===== config.mk =====
export PLATFORM = sky130hd
export DESIGN_NAME = fifo_access_arbiter_flat
export DESIGN_NICKNAME = d
export VERILOG_FILES = /design/src/rtl/fifo_access_arbiter_if.sv /design/src/rtl/fifo_access_arbiter.sv /design/src/flat_wrapper.sv
export SDC_FILE = /design/constraint.sdc
export NUM_CORES = 1
export LEC_CHECK = 0
export ABC_AREA = 1
export ABC_CLOCK_PERIOD_IN_PS = 3500
export CORE_ASPECT_RATIO = 0.6
export CORE_MARGIN = 2
export CORE_UTILIZATION = 40
export CTS_CLUSTER_SIZE = 20
export DETAILED_ROUTE_END_ITERATION = 6
export PLACE_DENSITY_LB_ADDON = 0.15
export SYNTH_ARGS = -nofsm -noshare
export SYNTH_HDL_FRONTEND = slang
export SYNTH_SLANG_ARGS = --single-unit

===== constraint.sdc =====
create_clock -name clock -period 3.5 [get_ports clock]
set_clock_uncertainty 0.15 [all_clocks]
set_input_delay 0.35 -clock clock [delete_from_list [all_inputs] [get_ports clock]]
set_output_delay 0.35 -clock clock [all_outputs]
set_load 0.02 [all_outputs]

===== src/rtl/fifo_access_arbiter_if.sv =====
// rtl/fifo_access_arbiter_if.sv - producer/consumer request and FIFO RAM bus for the access arbiter
interface fifo_access_arbiter_if #(
  parameter int DEPTH_LOG2 = 6,
  parameter int DATA_W     = 8
);
  logic                  flush;
  logic                  wr_req;
  logic [DATA_W-1:0]     wr_data;
  logic                  rd_req;
  logic                  wr_gnt;
  logic                  rd_gnt;
  logic                  rd_valid;
  logic [DEPTH_LOG2-1:0] ram_addr;
  logic                  ram_we;
  logic [DATA_W-1:0]     ram_wdata;
  logic                  full;
  logic                  empty;
  logic [DEPTH_LOG2:0]   count;
  logic                  wr_blocked;

  modport master (
    output flush, wr_req, wr_data, rd_req,
    input  wr_gnt, rd_gnt, rd_valid, ram_addr, ram_we, ram_wdata,
           full, empty, count, wr_blocked
  );

  modport slave (
    input  flush, wr_req, wr_data, rd_req,
    output wr_gnt, rd_gnt, rd_valid, ram_addr, ram_we, ram_wdata,
           full, empty, count, wr_blocked
  );
endinterface


===== src/rtl/fifo_access_arbiter.sv =====
// rtl/fifo_access_arbiter.sv - single-port FIFO RAM sequencer arbitrating one writer and one reader
module fifo_access_arbiter #(
  parameter int DEPTH_LOG2 = 6,
  parameter int DATA_W     = 8
) (
  input  logic                  clock,
  input  logic                  reset,
  fifo_access_arbiter_if.slave  bus
);
  localparam logic [DEPTH_LOG2:0] FULL_CNT = (DEPTH_LOG2+1)'(1 << DEPTH_LOG2);

  typedef enum logic [1:0] {IDLE = 2'd0, WRITE = 2'd1, READ = 2'd2} state_t;

  state_t                r_state;
  state_t                w_next;
  logic [DEPTH_LOG2-1:0] r_wr_ptr;
  logic [DEPTH_LOG2-1:0] r_rd_ptr;
  logic [DEPTH_LOG2:0]   r_count;
  logic                  r_last_wr;
  logic                  r_rd_valid;
  logic                  r_wr_blocked;
  logic [DATA_W-1:0]     r_wdata;

  logic                  w_full;
  logic                  w_empty;
  logic                  w_wr_ok;
  logic                  w_rd_ok;
  logic                  w_wr_gnt;
  logic                  w_rd_gnt;
  logic                  w_ram_we;
  logic [DEPTH_LOG2-1:0] w_ram_addr;

  assign w_full  = (r_count == FULL_CNT);
  assign w_empty = (r_count == '0);
  assign w_wr_ok = bus.wr_req && !w_full;
  assign w_rd_ok = bus.rd_req && !w_empty;

  always_ff @(posedge clock or negedge reset) begin
    if (!reset) begin
      r_state <= IDLE;
    end else begin
      r_state <= w_next;
    end
  end

  // After an access the other side is always eligible, so no status check is needed there.
  always_comb begin
    w_next = r_state;
    if (bus.flush) begin
      w_next = IDLE;
    end else begin
      case (r_state)
        IDLE: begin
          if (w_wr_ok && w_rd_ok) w_next = r_last_wr ? READ : WRITE;
          else if (w_wr_ok)       w_next = WRITE;
          else if (w_rd_ok)       w_next = READ;
          else                    w_next = IDLE;
        end
        WRITE:   w_next = bus.rd_req ? READ : IDLE;
        READ:    w_next = bus.wr_req ? WRITE : IDLE;
        default: w_next = IDLE;
      endcase
    end
  end

  always_comb begin
    w_wr_gnt   = 1'b0;
    w_rd_gnt   = 1'b0;
    w_ram_we   = 1'b0;
    w_ram_addr = r_rd_ptr;
    case (r_state)
      WRITE: begin
        w_wr_gnt   = 1'b1;
        w_ram_we   = 1'b1;
        w_ram_addr = r_wr_ptr;
      end
      READ:    w_rd_gnt = 1'b1;
      default: ;
    endcase
  end

  always_ff @(posedge clock or negedge reset) begin
    if (!reset) begin
      r_wr_ptr     <= '0;
      r_rd_ptr     <= '0;
      r_count      <= '0;
      r_last_wr    <= 1'b0;
      r_rd_valid   <= 1'b0;
      r_wr_blocked <= 1'b0;
      r_wdata      <= '0;
    end else begin
      r_wr_blocked <= bus.wr_req && w_full;
      if (r_state != WRITE && w_next == WRITE) r_wdata <= bus.wr_data;
      // A flush discards the bookkeeping of an access that is still driving the RAM.
      if (bus.flush) begin
        r_wr_ptr   <= '0;
        r_rd_ptr   <= '0;
        r_count    <= '0;
        r_last_wr  <= 1'b0;
        r_rd_valid <= 1'b0;
      end else begin
        r_rd_valid <= (r_state == READ);
        case (r_state)
          WRITE: begin
            r_wr_ptr  <= r_wr_ptr + 1'b1;
            r_count   <= r_count + 1'b1;
            r_last_wr <= 1'b1;
          end
          READ: begin
            r_rd_ptr  <= r_rd_ptr + 1'b1;
            r_count   <= r_count - 1'b1;
            r_last_wr <= 1'b0;
          end
          default: ;
        endcase
      end
    end
  end

  assign bus.wr_gnt     = w_wr_gnt;
  assign bus.rd_gnt     = w_rd_gnt;
  assign bus.rd_valid   = r_rd_valid;
  assign bus.ram_addr   = w_ram_addr;
  assign bus.ram_we     = w_ram_we;
  assign bus.ram_wdata  = r_wdata;
  assign bus.full       = w_full;
  assign bus.empty      = w_empty;
  assign bus.count      = r_count;
  assign bus.wr_blocked = r_wr_blocked;
endmodule


===== src/flat_wrapper.sv =====
// flat-port wrapper written by rule: the top's interface ports become plain ports
module fifo_access_arbiter_flat 
#(
  parameter int DEPTH_LOG2 = 6,
  parameter int DATA_W     = 8
)
  (clock, reset, bus_flush, bus_wr_req, bus_wr_data, bus_rd_req, bus_wr_gnt, bus_rd_gnt, bus_rd_valid, bus_ram_addr, bus_ram_we, bus_ram_wdata, bus_full, bus_empty, bus_count, bus_wr_blocked);
  fifo_access_arbiter_if #(.DEPTH_LOG2(DEPTH_LOG2), .DATA_W(DATA_W)) bus_i ();
  input  logic clock;
  input  logic reset;
  input wire logic [$bits(bus_i.flush)-1:0] bus_flush;
  input wire logic [$bits(bus_i.wr_req)-1:0] bus_wr_req;
  input wire logic [$bits(bus_i.wr_data)-1:0] bus_wr_data;
  input wire logic [$bits(bus_i.rd_req)-1:0] bus_rd_req;
  output wire logic [$bits(bus_i.wr_gnt)-1:0] bus_wr_gnt;
  output wire logic [$bits(bus_i.rd_gnt)-1:0] bus_rd_gnt;
  output wire logic [$bits(bus_i.rd_valid)-1:0] bus_rd_valid;
  output wire logic [$bits(bus_i.ram_addr)-1:0] bus_ram_addr;
  output wire logic [$bits(bus_i.ram_we)-1:0] bus_ram_we;
  output wire logic [$bits(bus_i.ram_wdata)-1:0] bus_ram_wdata;
  output wire logic [$bits(bus_i.full)-1:0] bus_full;
  output wire logic [$bits(bus_i.empty)-1:0] bus_empty;
  output wire logic [$bits(bus_i.count)-1:0] bus_count;
  output wire logic [$bits(bus_i.wr_blocked)-1:0] bus_wr_blocked;
  assign bus_i.flush = bus_flush;
  assign bus_i.wr_req = bus_wr_req;
  assign bus_i.wr_data = bus_wr_data;
  assign bus_i.rd_req = bus_rd_req;
  assign bus_wr_gnt = bus_i.wr_gnt;
  assign bus_rd_gnt = bus_i.rd_gnt;
  assign bus_rd_valid = bus_i.rd_valid;
  assign bus_ram_addr = bus_i.ram_addr;
  assign bus_ram_we = bus_i.ram_we;
  assign bus_ram_wdata = bus_i.ram_wdata;
  assign bus_full = bus_i.full;
  assign bus_empty = bus_i.empty;
  assign bus_count = bus_i.count;
  assign bus_wr_blocked = bus_i.wr_blocked;
  fifo_access_arbiter #(.DEPTH_LOG2(DEPTH_LOG2), .DATA_W(DATA_W)) u_core (.clock(clock), .reset(reset), .bus(bus_i));
endmodule

## Yosys cells after proc, flatten, opt, wreduce, memory -nomap -nowiden

Cells that the tools add are included.
Widths: inputs -> output; s select.

| cells by class | value |
|---|---|
| muxes and demuxes | 20 |
| add/subtract/negate cells | 4 |
| reductions and logical operators | 12 |
| equality and inequality tests | 5 |

Operators with widths:

| cell | number |
|---|---|
| $mux 6 | 5 |
| $pmux 7 s2 | 1 |
| $add 6x1->6 const B | 2 |
| $mux 2 | 6 |
| $add 7x1->7 const B | 1 |
| $eq 7x7->1 const B | 1 |
| $logic_not 7->1 | 1 |
| $mux 7 | 1 |
| $sub 7x1->7 const B | 1 |
| $pmux 2 s3 | 1 |
| $logic_and 1x1->1 | 5 |
| $mux 1 | 5 |
| $eq 2x1->1 const B | 2 |
| $reduce_bool 2->1 | 2 |
| $reduce_bool 3->1 | 1 |
| $eq 2x2->1 const B | 1 |
| $logic_not 1->1 | 2 |
| $logic_not 2->1 | 1 |
| $ne 2x1->1 const B | 1 |
| $pmux 1 s2 | 1 |

| storage, ports and cells | value |
|---|---|
| logic and storage cells | 49 |
| register bits after elaboration | 32 |

## Longest topological paths before layout

| logic depth | value |
|---|---|
| depth in word-level cells | 10 |
| depth in mapped cells | 11 |
| gate-level depth less buffers | 11 |

## Worst setup path before layout

OpenSTA, ideal clock, no wires.

| timing | value |
|---|---|
| path type | register to register |
| start | reg u_core.r_state[0] |
| end | reg u_core.r_count[3] (netlist: u_core.bus.count[3]) |
| data arrival time | 1,694 ps |
| library setup time | 121 ps |
| clock period less this slack | 1,964 ps |
| cell stages (with the launch flop) | 10 |
| path slack | 1,536 ps |
| cells stage by stage | dfrtp_1 inv_1 nand2_4 inv_1 ha_1 nand2_1 nand2_1 a31oi_1 and2_1 o21ai_1 |

| between the ends | value |
|---|---|
| word-level cells in the longest chain between the ends | 3 |
| elaborated cells between the ends (all ways) | 5 |
| those cells by class | eq/ne: 2; mux: 2; reduce/logical: 1 |

Ends and longest elaborated chain:

| element | RTL line | source |
|---|---|---|
| start, declared | fifo_access_arbiter.sv:14 | `state_t r_state;` |
| start signal, assigned | fifo_access_arbiter.sv:42 | `r_state <= w_next;` |
| $eq 2x2->1 or $eq 2x1->1 (tied branches) | fifo_access_arbiter.sv:103 | `case (r_state)` |
| $pmux 7 s2 | fifo_access_arbiter.sv:103 |  |
| $mux 7 | fifo_access_arbiter.sv:95 | `if (bus.flush) begin` |
| end signal, assigned | fifo_access_arbiter.sv:106 | `r_count <= r_count + 1'b1;` |
| end signal, assigned | fifo_access_arbiter.sv:111 | `r_count <= r_count - 1'b1;` |
| end, declared | fifo_access_arbiter.sv:18 | `logic [DEPTH_LOG2:0] r_count;` |

Parallel ways exist; a longest one is shown, timed or not.
A chain may end at the register's enable or synchronous reset.

## Final worst setup path

| timing | value |
|---|---|
| start | reg u_core.r_state[1] |
| end | out bus_ram_addr[4] |

| between the ends | value |
|---|---|
| word-level cells in the longest chain between the ends | 2 |

Ends and longest elaborated chain:

| element | RTL line | source |
|---|---|---|
| $eq 2x1->1 | fifo_access_arbiter.sv:71 | `case (r_state)` |
| $mux 6 | fifo_access_arbiter.sv:71 |  |
| end, declared | flat_wrapper.sv:18 | `output wire logic [$bits(bus_i.ram_addr)-1:0] bus_ram_addr;` |

Every way passes these cells.

==> impl_metrics.csv <==
group,metric,value,unit
grt,wire_length_of_the_first_global_routing_pass,6640,um
clock_network,ctsLongestPathBuffers,2,
final_layout,layout.cells.non_filler,318,
synthesis,synth-edff-count,0,
sta,final.period_utilization,74.7,%
critical_path,critPathCaptureType,"primary output",
grt,global_route.overflow_total,0,
synthesis,netlist_top_cells_area,"dfrtp_1 (46%), nand2_1 (12%), nand3_1 (5.2%)",
power_and_ir_drop,power_leakage,1.09,nW
floorplan,floorplan.core_area,4140,um2
detailed_routing,avg_wl_per_cell,12.8,um
final_layout,area.growth.synth_to_final,34.2,%
floorplan,placementRows,18,
detailed_routing,vias,1510,
synthesis,synth.cell_area,1750,um2
power_and_ir_drop,power.ir.vdd_worst,0.335,mV
critical_path,crit_path_cell_trace,"nor2_4, inv_1, o21ai_0, clkdlybuf4s50_1",
floorplan,top_level_port_count,41,
critical_path,arrival,2110,ps
detailed_routing,initialDrtViolationCount,67,
flow_run,max_cap_viol_count,0,
clock_network,cts_setup_buffers,0,
critical_path,cp.required,3000,ps
clock_network,cts_buffer_count,5,
critical_path,critical_path_buf_inv_count,2,
critical_path,worstPathMaxFanout,19,
clock_network,clk_pin_slew_worst_paths,70,ps
grt,maximum_number_of_pins_on_one_net_before_global_route_repair,33,
synthesis,synth_area_per_cell,8.28,um2
synthesis,synthesis.yosys.warnings,0,
sta,rsz0062_at_grt,"false",
synthesis,synth_fp_nets,232,
detailed_routing,drc,0,
sta,report.final.slew_viol_count,0,
clock_network,clk_root_buffer_cell,"clkbuf_8",
critical_path,start_kind,"flop",
synthesis,postSynth.asyncResetShare,100,%
grt,grt_pass1_vias,1332,
final_layout,fin_nets,278,
placement,post-dp-hpwl,2940,um
clock_network,ctsResizeCount,0,
critical_path,largest_stage_delay_on_the_critical_path,630,ps
floorplan,floorplan.initialDensity,42.1,%
synthesis,yosys_most_used_dff,"dfrtp_1",
sta,final_hold_fails,0,
synthesis,synth.yosys.seq_area_share,45.8,%
sta,timing.slew.headroom,72.2,%
sta,finalSetupViolations,0,
detailed_routing,antenna_violating_nets_post_route,0,
floorplan,floorplan.die.height,55.2,um
clock_network,clock_tree.htree_level_count,2,
synthesis,synth_cells,211,
sta,fmax,383,MHz
grt,grt_antenna_before_repair,0,
synthesis,synth_top_area_share,45.8,%
detailed_routing,via_per_inst,4.75,
sta,worst-slew-pin-transition,416,ps
critical_path,timing_worst_setup_path_type,"reg -> out",
final_layout,post_route_cells_drive_above_1_share,8.91,%
floorplan,dieArea,4930,um2
clock_network,clk_latency,290,ps
sta,tns,0,ps
synthesis,yosys.area.top_type,"dfrtp_1",
detailed_routing,drt_pre_antenna_iters,4,
floorplan,dieWidth,89.3,um
critical_path,crit_slowest_cell,"clkdlybuf4s50_1",
run_status,outcome,"completed",
clock_network,cts_hold_buf,0,
synthesis,ys_types,29,
power_and_ir_drop,power_per_cell_area,723,nW/um2
detailed_routing,totalWireLength,4060,um
placement,dp.cells,310,
sta,period_minus_slack,2610,ps
clock_network,tritoncts,"done",
final_layout,antenna-diode-count,0,
worst_hold_path,min-delay-path-class,"in -> async",
grt,grtUsageTotal,18.5,%
synthesis,synth.ff_latch_count,32,
clock_network,clkSinkCount,32,
placement,io_buffer_count,40,
placement,gp_congestion,0.811,
critical_path,timing.critical_path.max_delay_family,"buffers and inverters",
[cells by family after synthesis]
group | synth area share (%)
xor+xnor | 1.50
compound gates | 10.7
flops | 45.8
simple gates | 29.6
buf+inv | 6.16
fa+ha+maj | 6.16
[where the power goes]
part           switching [W]  internal [W]  leakage [nW]
Combinational       0.000434      0.000325         0.598
Sequential         0.0000799      0.000462         0.428
Clock               0.000142      0.000251        0.0645
Total               0.000656       0.00104          1.09
[layout make-up]
cell class | count | area [um2]
inverter | 25 | 96.3
clock inverter | 1 | 30.0
fill | 392 | 1800
tap | 60 | 75.1
multi-input combinational | 152 | 838
clock buffer | 7 | 96.3
timing repair buffer | 41 | 408
sequential | 32 | 801
[state kept, by name, summed over array words and instances, names as in the netlist]
signal                 count
u_core.r_state             2
u_core.r_rd_ptr            6
u_core.bus.wr_blocked      1
u_core.r_last_wr           1
u_core.bus.ram_wdata       8
u_core.r_wr_ptr            6
u_core.bus.count           7
u_core.bus.rd_valid        1
[synth_stat cells, types with 2 or more instances]
| library cell | instances |
|---|---|
| nand2_1 | 56 |
| dfrtp_1 | 32 |
| inv_1 | 23 |
| nand3_1 | 18 |
| nor2_1 | 15 |
| o21ai_0 | 13 |
| a21oi_1 | 11 |
| ha_1 | 7 |
| o21ai_1 | 6 |
| nand2_4 | 4 |
| nor2_4 | 3 |
| a31oi_1 | 2 |
| nand4_1 | 2 |
| nor3_1 | 2 |
| nor3_2 | 2 |
| xor2_1 | 2 |
[routing by layer]
layer | part of all wire (%) | wire (um) | global-route usage, % | vias up
met4 | 1.1 | 44 | 5.72 | 0
met1 | 57 | 2310 | 29.4 | 681
met2 | 36 | 1480 | 23.5 | 41
met5 | 0 | 0 | 0 | -
li1 | - | - | - | 781
met3 | 5.8 | 234 | 5.34 | 7
[stage by stage]
step	worst slack [ps]	util [%]	area [um2]	total power, W	hold slack, ps
finish	886	56.6	2340	0.00169	306
global route	728	56.6	2340	0.00181	355
CTS	897	56.6	2340	0.00170	319
detailed placement	1230	53.5	2220	0.00131	329
global placement	1240	53.5	2220	0.00130	332
floorplan	1540	-	1750	0.000992	-95.6
[worst paths after layout]
path	from	to	slack [ps]	cells past startpoint
max reg2reg	u_core.r_state[0]$_DFF_PN0_	u_core.bus.count[3]$_DFFE_PN0P_	1410	9
min in group clock	u_core.r_rd_ptr[4]$_DFFE_PN0N_	u_core.r_rd_ptr[4]$_DFFE_PN0N_	340	1
max	u_core.r_state[1]$_DFF_PN0_	bus_ram_addr[4]	890	4
max in group asynchronous	reset	u_core.bus.count[4]$_DFFE_PN0P_	2590	2
min reg2reg	u_core.r_rd_ptr[4]$_DFFE_PN0N_	u_core.r_rd_ptr[4]$_DFFE_PN0N_	340	1
min	reset	u_core.bus.count[3]$_DFFE_PN0P_	310	2
[cells in the final DEF, fill, tap and decap left out]
cell	n
ha_1	7
nor3_2	2
dfrtp_1	32
inv_1	23
nand3_1	18
o21a_1	1
clkbuf_8	7
nand2_1	56
a31oi_1	2
o21ai_1	6
nand2_2	1
nor2_4	3
nor2_2	1
a21oi_1	11
inv_2	1
nand4_1	2
inv_4	1
xnor2_1	1
clkdlybuf4s50_1	40
nor2_1	15
and2_1	1
buf_4	1
nor3_1	2
fa_1	1
o2bb2ai_1	1
nand2_8	1
o21ai_0	13
nand2_4	4
a22o_1	1
bufinv_16	1
xor2_1	2
Power figures use the tool's default switching activity.
